[src/rtl/result_uart_tx.sv]
// Result packet transmitter: captures match/x/y on send and shifts a 6-byte
// (7 with CHECKSUM_EN) sync-prefixed packet out as 8N1 serial on TxD.
`timescale 1ns/1ps

module result_uart_tx #(
    parameter int CLK_FREQ = 50000000,
    parameter int BAUD     = 115200
) (
    input  logic       clock,
    input  logic       reset,
    input  logic       send,
    input  logic       match,
    input  logic [9:0] x_in,
    input  logic [8:0] y_in,
    output logic       busy,
    output logic       done,
    output logic       TxD
);

    localparam int BAUD_DIV = CLK_FREQ / BAUD;
    localparam int CNT_W    = (BAUD_DIV > 1) ? $clog2(BAUD_DIV) : 1;
    localparam logic [CNT_W-1:0] BAUD_LAST = CNT_W'(BAUD_DIV - 1);
    localparam logic [CNT_W-1:0] BAUD_ONE  = CNT_W'(1);

`ifdef CHECKSUM_EN
    localparam int NBYTES = 7;
`else
    localparam int NBYTES = 6;
`endif
    localparam logic [2:0] LAST_BYTE = 3'(NBYTES - 1);
    localparam logic [7:0] SYNC_BYTE = 8'hA5;

    typedef enum logic [1:0] {
        S_IDLE,
        S_START,
        S_DATA,
        S_STOP
    } state_t;

    state_t           state_q, state_d;
    logic [CNT_W-1:0] baud_cnt_q, baud_cnt_d;
    logic [2:0]       bit_cnt_q, bit_cnt_d;
    logic [2:0]       byte_idx_q, byte_idx_d;
    logic             match_q, match_d;
    logic [9:0]       x_q, x_d;
    logic [8:0]       y_q, y_d;
    logic [7:0]       shift_q, shift_d;
    logic             txd_q, txd_d;
    logic             busy_q, busy_d;
    logic             done_q, done_d;

    logic [7:0] cur_byte;
    logic       baud_end;

`ifdef CHECKSUM_EN
    logic [7:0] checksum;
    assign checksum = SYNC_BYTE ^ {7'b0, match_q} ^ {6'b0, x_q[9:8]} ^ x_q[7:0]
                    ^ {7'b0, y_q[8]} ^ y_q[7:0];
`endif

    // Byte currently on the wire, selected from the captured packet fields.
    always_comb begin
        cur_byte = SYNC_BYTE;
        case (byte_idx_q)
            3'd0:    cur_byte = SYNC_BYTE;
            3'd1:    cur_byte = {7'b0, match_q};
            3'd2:    cur_byte = {6'b0, x_q[9:8]};
            3'd3:    cur_byte = x_q[7:0];
            3'd4:    cur_byte = {7'b0, y_q[8]};
            3'd5:    cur_byte = y_q[7:0];
`ifdef CHECKSUM_EN
            3'd6:    cur_byte = checksum;
`endif
            default: cur_byte = SYNC_BYTE;
        endcase
    end

    assign baud_end = (baud_cnt_q == BAUD_LAST);

    // NOTE: every variable gets a default before the case, so no path leaves one unassigned and no latch is inferred.
    always_comb begin
        state_d    = state_q;
        baud_cnt_d = baud_cnt_q;
        bit_cnt_d  = bit_cnt_q;
        byte_idx_d = byte_idx_q;
        match_d    = match_q;
        x_d        = x_q;
        y_d        = y_q;
        shift_d    = shift_q;
        txd_d      = txd_q;
        busy_d     = busy_q;
        done_d     = 1'b0;

        case (state_q)
            S_IDLE: begin
                txd_d = 1'b1;
                if (send) begin
                    state_d    = S_START;
                    baud_cnt_d = '0;
                    bit_cnt_d  = '0;
                    byte_idx_d = '0;
                    match_d    = match;
                    x_d        = x_in;
                    y_d        = y_in;
                    txd_d      = 1'b0;
                    busy_d     = 1'b1;
                end
            end

            S_START: begin
                if (baud_end) begin
                    baud_cnt_d = '0;
                    state_d    = S_DATA;
                    txd_d      = cur_byte[0];
                    shift_d    = {1'b0, cur_byte[7:1]};
                end else begin
                    baud_cnt_d = baud_cnt_q + BAUD_ONE;
                end
            end

            S_DATA: begin
                if (baud_end) begin
                    baud_cnt_d = '0;
                    if (bit_cnt_q == 3'd7) begin
                        state_d   = S_STOP;
                        bit_cnt_d = '0;
                        txd_d     = 1'b1;
                    end else begin
                        bit_cnt_d = bit_cnt_q + 3'd1;
                        txd_d     = shift_q[0];
                        shift_d   = {1'b0, shift_q[7:1]};
                    end
                end else begin
                    baud_cnt_d = baud_cnt_q + BAUD_ONE;
                end
            end

            S_STOP: begin
                if (baud_end) begin
                    baud_cnt_d = '0;
                    if (byte_idx_q == LAST_BYTE) begin
                        state_d    = S_IDLE;
                        byte_idx_d = '0;
                        busy_d     = 1'b0;
                        done_d     = 1'b1;
                    end else begin
                        state_d    = S_START;
                        byte_idx_d = byte_idx_q + 3'd1;
                        txd_d      = 1'b0;
                    end
                end else begin
                    baud_cnt_d = baud_cnt_q + BAUD_ONE;
                end
            end

            default: begin
                state_d = S_IDLE;
                txd_d   = 1'b1;
                busy_d  = 1'b0;
            end
        endcase
    end

    // NOTE: non-blocking updates so every flop samples the pre-edge value of every other flop.
    always_ff @(posedge clock) begin
        if (reset) begin
            state_q    <= S_IDLE;
            baud_cnt_q <= '0;
            bit_cnt_q  <= '0;
            byte_idx_q <= '0;
            match_q    <= 1'b0;
            x_q        <= '0;
            y_q        <= '0;
            shift_q    <= '0;
            txd_q      <= 1'b1;
            busy_q     <= 1'b0;
            done_q     <= 1'b0;
        end else begin
            state_q    <= state_d;
            baud_cnt_q <= baud_cnt_d;
            bit_cnt_q  <= bit_cnt_d;
            byte_idx_q <= byte_idx_d;
            match_q    <= match_d;
            x_q        <= x_d;
            y_q        <= y_d;
            shift_q    <= shift_d;
            txd_q      <= txd_d;
            busy_q     <= busy_d;
            done_q     <= done_d;
        end
    end

    assign TxD  = txd_q;
    assign busy = busy_q;
    assign done = done_q;

endmodule
[config.mk]
export PLATFORM = sky130hd
export DESIGN_NAME = result_uart_tx
export DESIGN_NICKNAME = d
export VERILOG_FILES = /design/src/rtl/result_uart_tx.sv
export SDC_FILE = /design/constraint.sdc
export NUM_CORES = 1
export LEC_CHECK = 0
export BUFFER_PORTS_ARGS = -buffer_cell sky130_fd_sc_hd__buf_2
export CORE_ASPECT_RATIO = 1.75
export CORE_MARGIN = 4
export CORE_UTILIZATION = 45
export CTS_CLUSTER_SIZE = 16
export DETAILED_ROUTE_END_ITERATION = 10
export HOLD_SLACK_MARGIN = 0.08
export SYNTH_ARGS = -nofsm -noshare
export SYNTH_HDL_FRONTEND = slang
export SYNTH_SLANG_ARGS = --single-unit
[constraint.sdc]
create_clock -name clock -period 2.78 [get_ports clock]
set_clock_uncertainty 0.2 [all_clocks]
set_input_delay 0.139 -clock clock [delete_from_list [all_inputs] [get_ports clock]]
set_output_delay 0.139 -clock clock [all_outputs]
set_load 0.005 [all_outputs]
* After elaboration in Yosys (flattened, before gate mapping)
Cells that the tools add are included.
** Storage, ports and cells
- Register bits :: 48
- Bits of input ports :: 23
- Output and inout port bits :: 3
- Word-level logic and storage cells :: 81
** Cells by class
- Add/subtract/negate cells :: 3
- Equality and inequality tests :: 18
- Mux-type cells :: 34
- Bitwise gates (word level) :: 2
- Reduce and logical (&&, ||, !) cells :: 13
** Operators by type and width (number)
- case mux 8 bit (5 select lines) :: 1
- 2-to-1 mux 8 bit :: 3
- 2-to-1 mux 9 bit :: 2
- case mux 9 bit (2 select lines) :: 1
- != test 2 bit, second input constant :: 8
- case mux 8 bit (2 select lines) :: 1
- 2-to-1 mux 3 bit :: 5
- case mux 3 bit (2 select lines) :: 2
- AND reduction 4 bit :: 3
- 2-to-1 mux 1 bit :: 11
- 2-to-1 mux 2 bit :: 5
- adder 9 x 1 -> 9 bit, second input constant :: 1
- == test 3 bit, second input constant :: 3
- == test 9 bit, second input constant :: 1
- case mux 2 bit (4 select lines) :: 1
- adder 3 x 1 -> 3 bit, second input constant :: 2
- == test 3 x 2 -> 1 bit, second input constant :: 2
- AND reduction 3 bit :: 2
- nonzero test 2 bit :: 3
- OR reduction 3 bit :: 2
- AND reduction 5 bit :: 1
- == test 2 bit, second input constant :: 2
- case mux 1 bit (4 select lines) :: 1
- == test 3 x 1 -> 1 bit, second input constant :: 1
- other kinds (5) :: 6

* Depth between registers and ports, before layout
- Word-level depth :: 4
- Mapped depth :: 8
- Depth with buffers taken out :: 7

* Worst setup path after synthesis
No wires, ideal clock.
- Path kind :: register to register
- Start point :: register byte_idx_q[2]
- End point :: register txd_q (netlist: TxD)
- Setup time :: 0.122 ns
- Arrival :: 2.004 ns
- Data required time :: 2.458 ns
- Setup slack :: 0.454 ns
- Cell stages (with the launch flop) :: 9
- Buffers on the path :: 2
- Clock period less this slack :: 2.326 ns
- Cells stage by stage :: dfxtp_1 clkbuf_1 inv_1 ha_1 clkbuf_1 a32o_1 o41ai_1 nand3b_1 a221o_1
** Between the ends
- Word-level cells in the longest chain between the ends :: 4
- Elaborated cells on any way between the ends :: 10
- Classes of those cells :: eq/ne (6); mux (3); reduce/logical (1)
** Ends and longest elaborated chain
- start, declared :: RTL line 43 : logic [2:0] byte_idx_q, byte_idx_d;
- start signal, assigned :: RTL line 182 : byte_idx_q <= byte_idx_d;
- == test 3 bit, or another cell as far along :: RTL line 64, 141
- case mux 8 bit (5 select lines) :: RTL line 64 : case (byte_idx_q)
- 2-to-1 mux 1 bit :: RTL line 111 : if (baud_end) begin
- case mux 1 bit (4 select lines) :: RTL line 94 : case (state_q)
- end signal, assigned :: RTL line 187 : txd_q <= txd_d;
- end, declared :: RTL line 48 : logic txd_q, txd_d;
Several ways; a longest one is shown, not always the timed one. The select of a mux whose other input is x is not followed.
A chain may end at the register's enable or synchronous reset.

* Final worst setup path
- Start point :: register state_q[0]
- End point :: register y_q[0]
** Between the ends
- Word-level cells in the longest chain between the ends :: 2
** Ends and longest elaborated chain
- start, declared :: RTL line 40 : state_t state_q, state_d;
- start signal, assigned :: RTL line 179 : state_q <= state_d;
- logical NOT 2 bit :: RTL line 94
- AND reduction 2 bit (no line)
- end signal, assigned :: RTL line 185 : y_q <= y_d;
- end, declared :: RTL line 46 : logic [8:0] y_q, y_d;
Every way passes these cells.

==> flow_summary.yaml <==
status:
  status: "complete, no violations"
global_route:
  overflow: 0
  grt_first_pass_wirelength_mm: 8.852
  grt_pass1_vias: 2033
  antenna_found_initial: 0
  grt_max_degree: 23
  grt_use_total_pct: 18.35
logic_synthesis:
  synth_largest_area_cell: "dfxtp_1"
  synth_compound_area_share_pct: 19.61
  synth_fa_ha_area_share_pct: 5.447
  synthDominantCellAreaShare_pct: 40.96
  synth_top_family_by_area: "simple AND/OR/NAND/NOR gates"
  ys_ff_latch: 47
  syn_area_um2: 2297
  yosys.area_share.simple_pct: 25.38
  synth_cell_type_count: 48
  synth_mux_area_share_pct: 0.8715
  yosysWarningCount: 0
  yosysMostFrequentCell: "nand2_1"
  synth-edff-count: 0
  synthCells: 289
  synth_commonest_cells: "nand2_1 (59), dfxtp_1 (47), a21oi_1 (36)"
  synth_nets: 322
  yosysSeqAreaShare_pct: 40.96
  synth_flop_cell: "dfxtp_1"
  synth_area_leaders: "dfxtp_1 (41%), nand2_1 (9.6%), a21oi_1 (7.8%), ha_1 (5.4%), nor2_1 (3.9%)"
  synthArstFlopShare_pct: 0
  syn_avg_cell_area_um2: 7.949
  synthXorXnorAreaFrac_pct: 2.669
drt:
  detail-route-antenna-nets: 0
  highest_layer: "met4"
  vias: 2127
  wl_met3_um: 160
  via_per_inst: 5.468
  wl_met1_mm: 2.204
  dr_wl_met2_mm: 2.831
  drc_errors: 0
  routed_wl_mm: 5.276
  dr.pass1.iters: 4
  drtIter0Drc: 57
  wl_per_cell_um: 13.56
setup_path:
  path_max_fanout: 20
  path_class: "reg -> reg"
  reg2reg_from: "state_q[0]"
  worstSetupEndpointType: "register"
  cp_slowest_stage_delay_ns: 0.57
  cp_num_buf_inv: 2
  path_delay_family: "buffers and inverters"
  critPathArrivalTime_ns: 2.53
  worst_setup_path_start_kind: "register"
  r2r_slack_ns: 0.30
  crit_path_cell_trace: "inv_1 > ha_1 > nand2_1 > nand2_1 > a21oi_1 > dlygate4sd3_1"
  reg2reg_depth: 6
  cp_slowest_cell: "dlygate4sd3_1"
  critical_path_required_ns: 2.83
  cp_common_cell: "nand2_1"
  r2r-end: "y_q[0]"
clocking:
  cts_sinks: 47
  cts_buffers: 5
  cts_tree: "done"
  clock_latency_ns: 0.31
  clockBufferDepth: 2
  post_cts_buffers: 0
  ctsResizeCount: 0
  clk_root_buffer_cell: "clkbuf_8"
  cts_max_level: 2
  clk_pin_slew_ns: 0.10
sta:
  rsz0062_at_grt: "false"
  hold_viol: 0
  fin_tns_setup_ns: 0
  setup_viol: 0
  worst_slew_pin_slew_ns: 0.6421
  min_period_ns: 2.476
  whs_ns: 0.1577
  slew_headroom_pct: 57.09
  worst_slack_ns: 0.3036
  fmaxAchievable_mhz: 403.8
  fin_crit_sh_pct: 89.08
  maxSlewViolCount: 0
hold_path:
  min_from: "send"
  min_path_type: "in -> reg"
  whs_endpoint: "bit_cnt_q[1]"
  holdPathStages: 5
pwr:
  power_density_nw_per_um2: 658.0
  power_leakage_nw: 1.102
  max-vdd-ir-drop_mv: 0.4725
die:
  dieArea_um2: 6357
  die_w_um: 62.01
  initial_core_util_pct: 46.15
  io_pins: 26
  core_area_um2: 4977
  rows: 34
  die_y_um: 102.5
placement:
  post-place-cells: 352
  dp_hpwl_mm: 3.572
  placed_area_um2: 2434
  portBuffers: 25
  pre_cts_ws_ns: 0.4002
  gp_congestion: 0.8107
final_layout:
  nets: 367
  post-route-cell-area_um2: 2816
  n_fill_cell: 487
  drive_gt1_share_pct: 12.84
  area_growth_pct: 22.60
  insertedDiodeCount: 0
  stdcell_count: 389
run:
  maxCapViolations: 0
==> flip-flops by register name, summed over array words and instances (netlist names) <==
register,flops
x_q,10
baud_cnt_q,9
y_q,9
shift_q,7
bit_cnt_q,3
byte_idx_q,3
state_q,2
TxD,1
busy,1
done,1
match_q,1
==> tightest hold or removal path, cell delays in order <==
cell	delay (ns)
buf_2	0.10
and2_1	0.14
o22ai_1	0.11
nand2_1	0.08
a21oi_1	0.05
==> report_power, final <==
part | leakage [nW] | internal (mW) | total (mW) | switching [mW]
logic | 0.678 | 0.249 | 0.610 | 0.360
clock network | 0.0408 | 0.180 | 0.435 | 0.255
registers | 0.383 | 0.753 | 0.808 | 0.0550
total | 1.10 | 1.18 | 1.85 | 0.670
==> kinds of logic (layout without fill, tap and decap cells) <==
kind of cell,Yosys count,in the layout
and+or+nand+nor,123,123
AOI/OAI and AO/OA,71,71
DFF,47,47
buffers and inverters,29,75
adders and majority gates,10,10
xor gates and xnor gates,7,7
muxes,2,2
==> what timing repair did <==
item	in CTS	in global routing
endpoints found under the setup margin	0	0
hold endpoints to repair	27	0
hold buffers	29	0
==> cell usage in the layout, fill, tap and decap left out, types with 5 or more instances in the layout <==
master and n:
nand2b_1 5, a21oi_1 36, nand2_1 59, clkbuf_8 5, dlygate4sd3_1 29, dfxtp_1 47, inv_1 10, o21ai_0 8
buf_2 25, nor4_1 5, ha_1 10, nand4_1 6, nor2_1 24
==> routing by layer <==
metal	vias to the layer above	GRT usage, %
met5	-	0
met4	0	7.516
met3	6	3.509
met2	33	33.79
met1	991	19.28
li1	1097	-
==> worst max-delay path by stage <==
stage | cells after the start | start | to
global placement | 7 | byte_idx_q[1] | TxD
detailed placement | 7 | byte_idx_q[1] | TxD
finish | 6 | state_q[0] | y_q[0]
CTS | 6 | state_q[0] | y_q[7]
floorplan | 8 | byte_idx_q[2] | TxD
global route | 6 | state_q[0] | y_q[8]
==> area by class of cell <==
| cell class | instances | area [µm²] | share of cell area, % |
|---|---|---|---|
| multi-input cells | 213 | 1240 | 44.02 |
| flip-flops and latches | 47 | 940.9 | 33.41 |
| repair buffers | 57 | 437.9 | 15.55 |
| clock buffers | 5 | 68.82 | 2.443 |
| well taps | 54 | 67.56 | 2.399 |
| inverters | 10 | 37.54 | 1.333 |
| clock inverters | 3 | 23.77 | 0.8441 |
==> stage by stage <==
| step | power [mW] | utilization, % |
|---|---|---|
| 2_1_floorplan | 1.249 | - |
| 3_3_place_gp | 1.375 | 48.89 |
| 3_5_place_dp | 1.383 | 48.89 |
| 4_1_cts | 1.865 | 56.59 |
| 5_1_grt | 1.978 | 56.59 |
| 6_report | 1.853 | 56.59 |
Power figures use the tool's default switching activity.
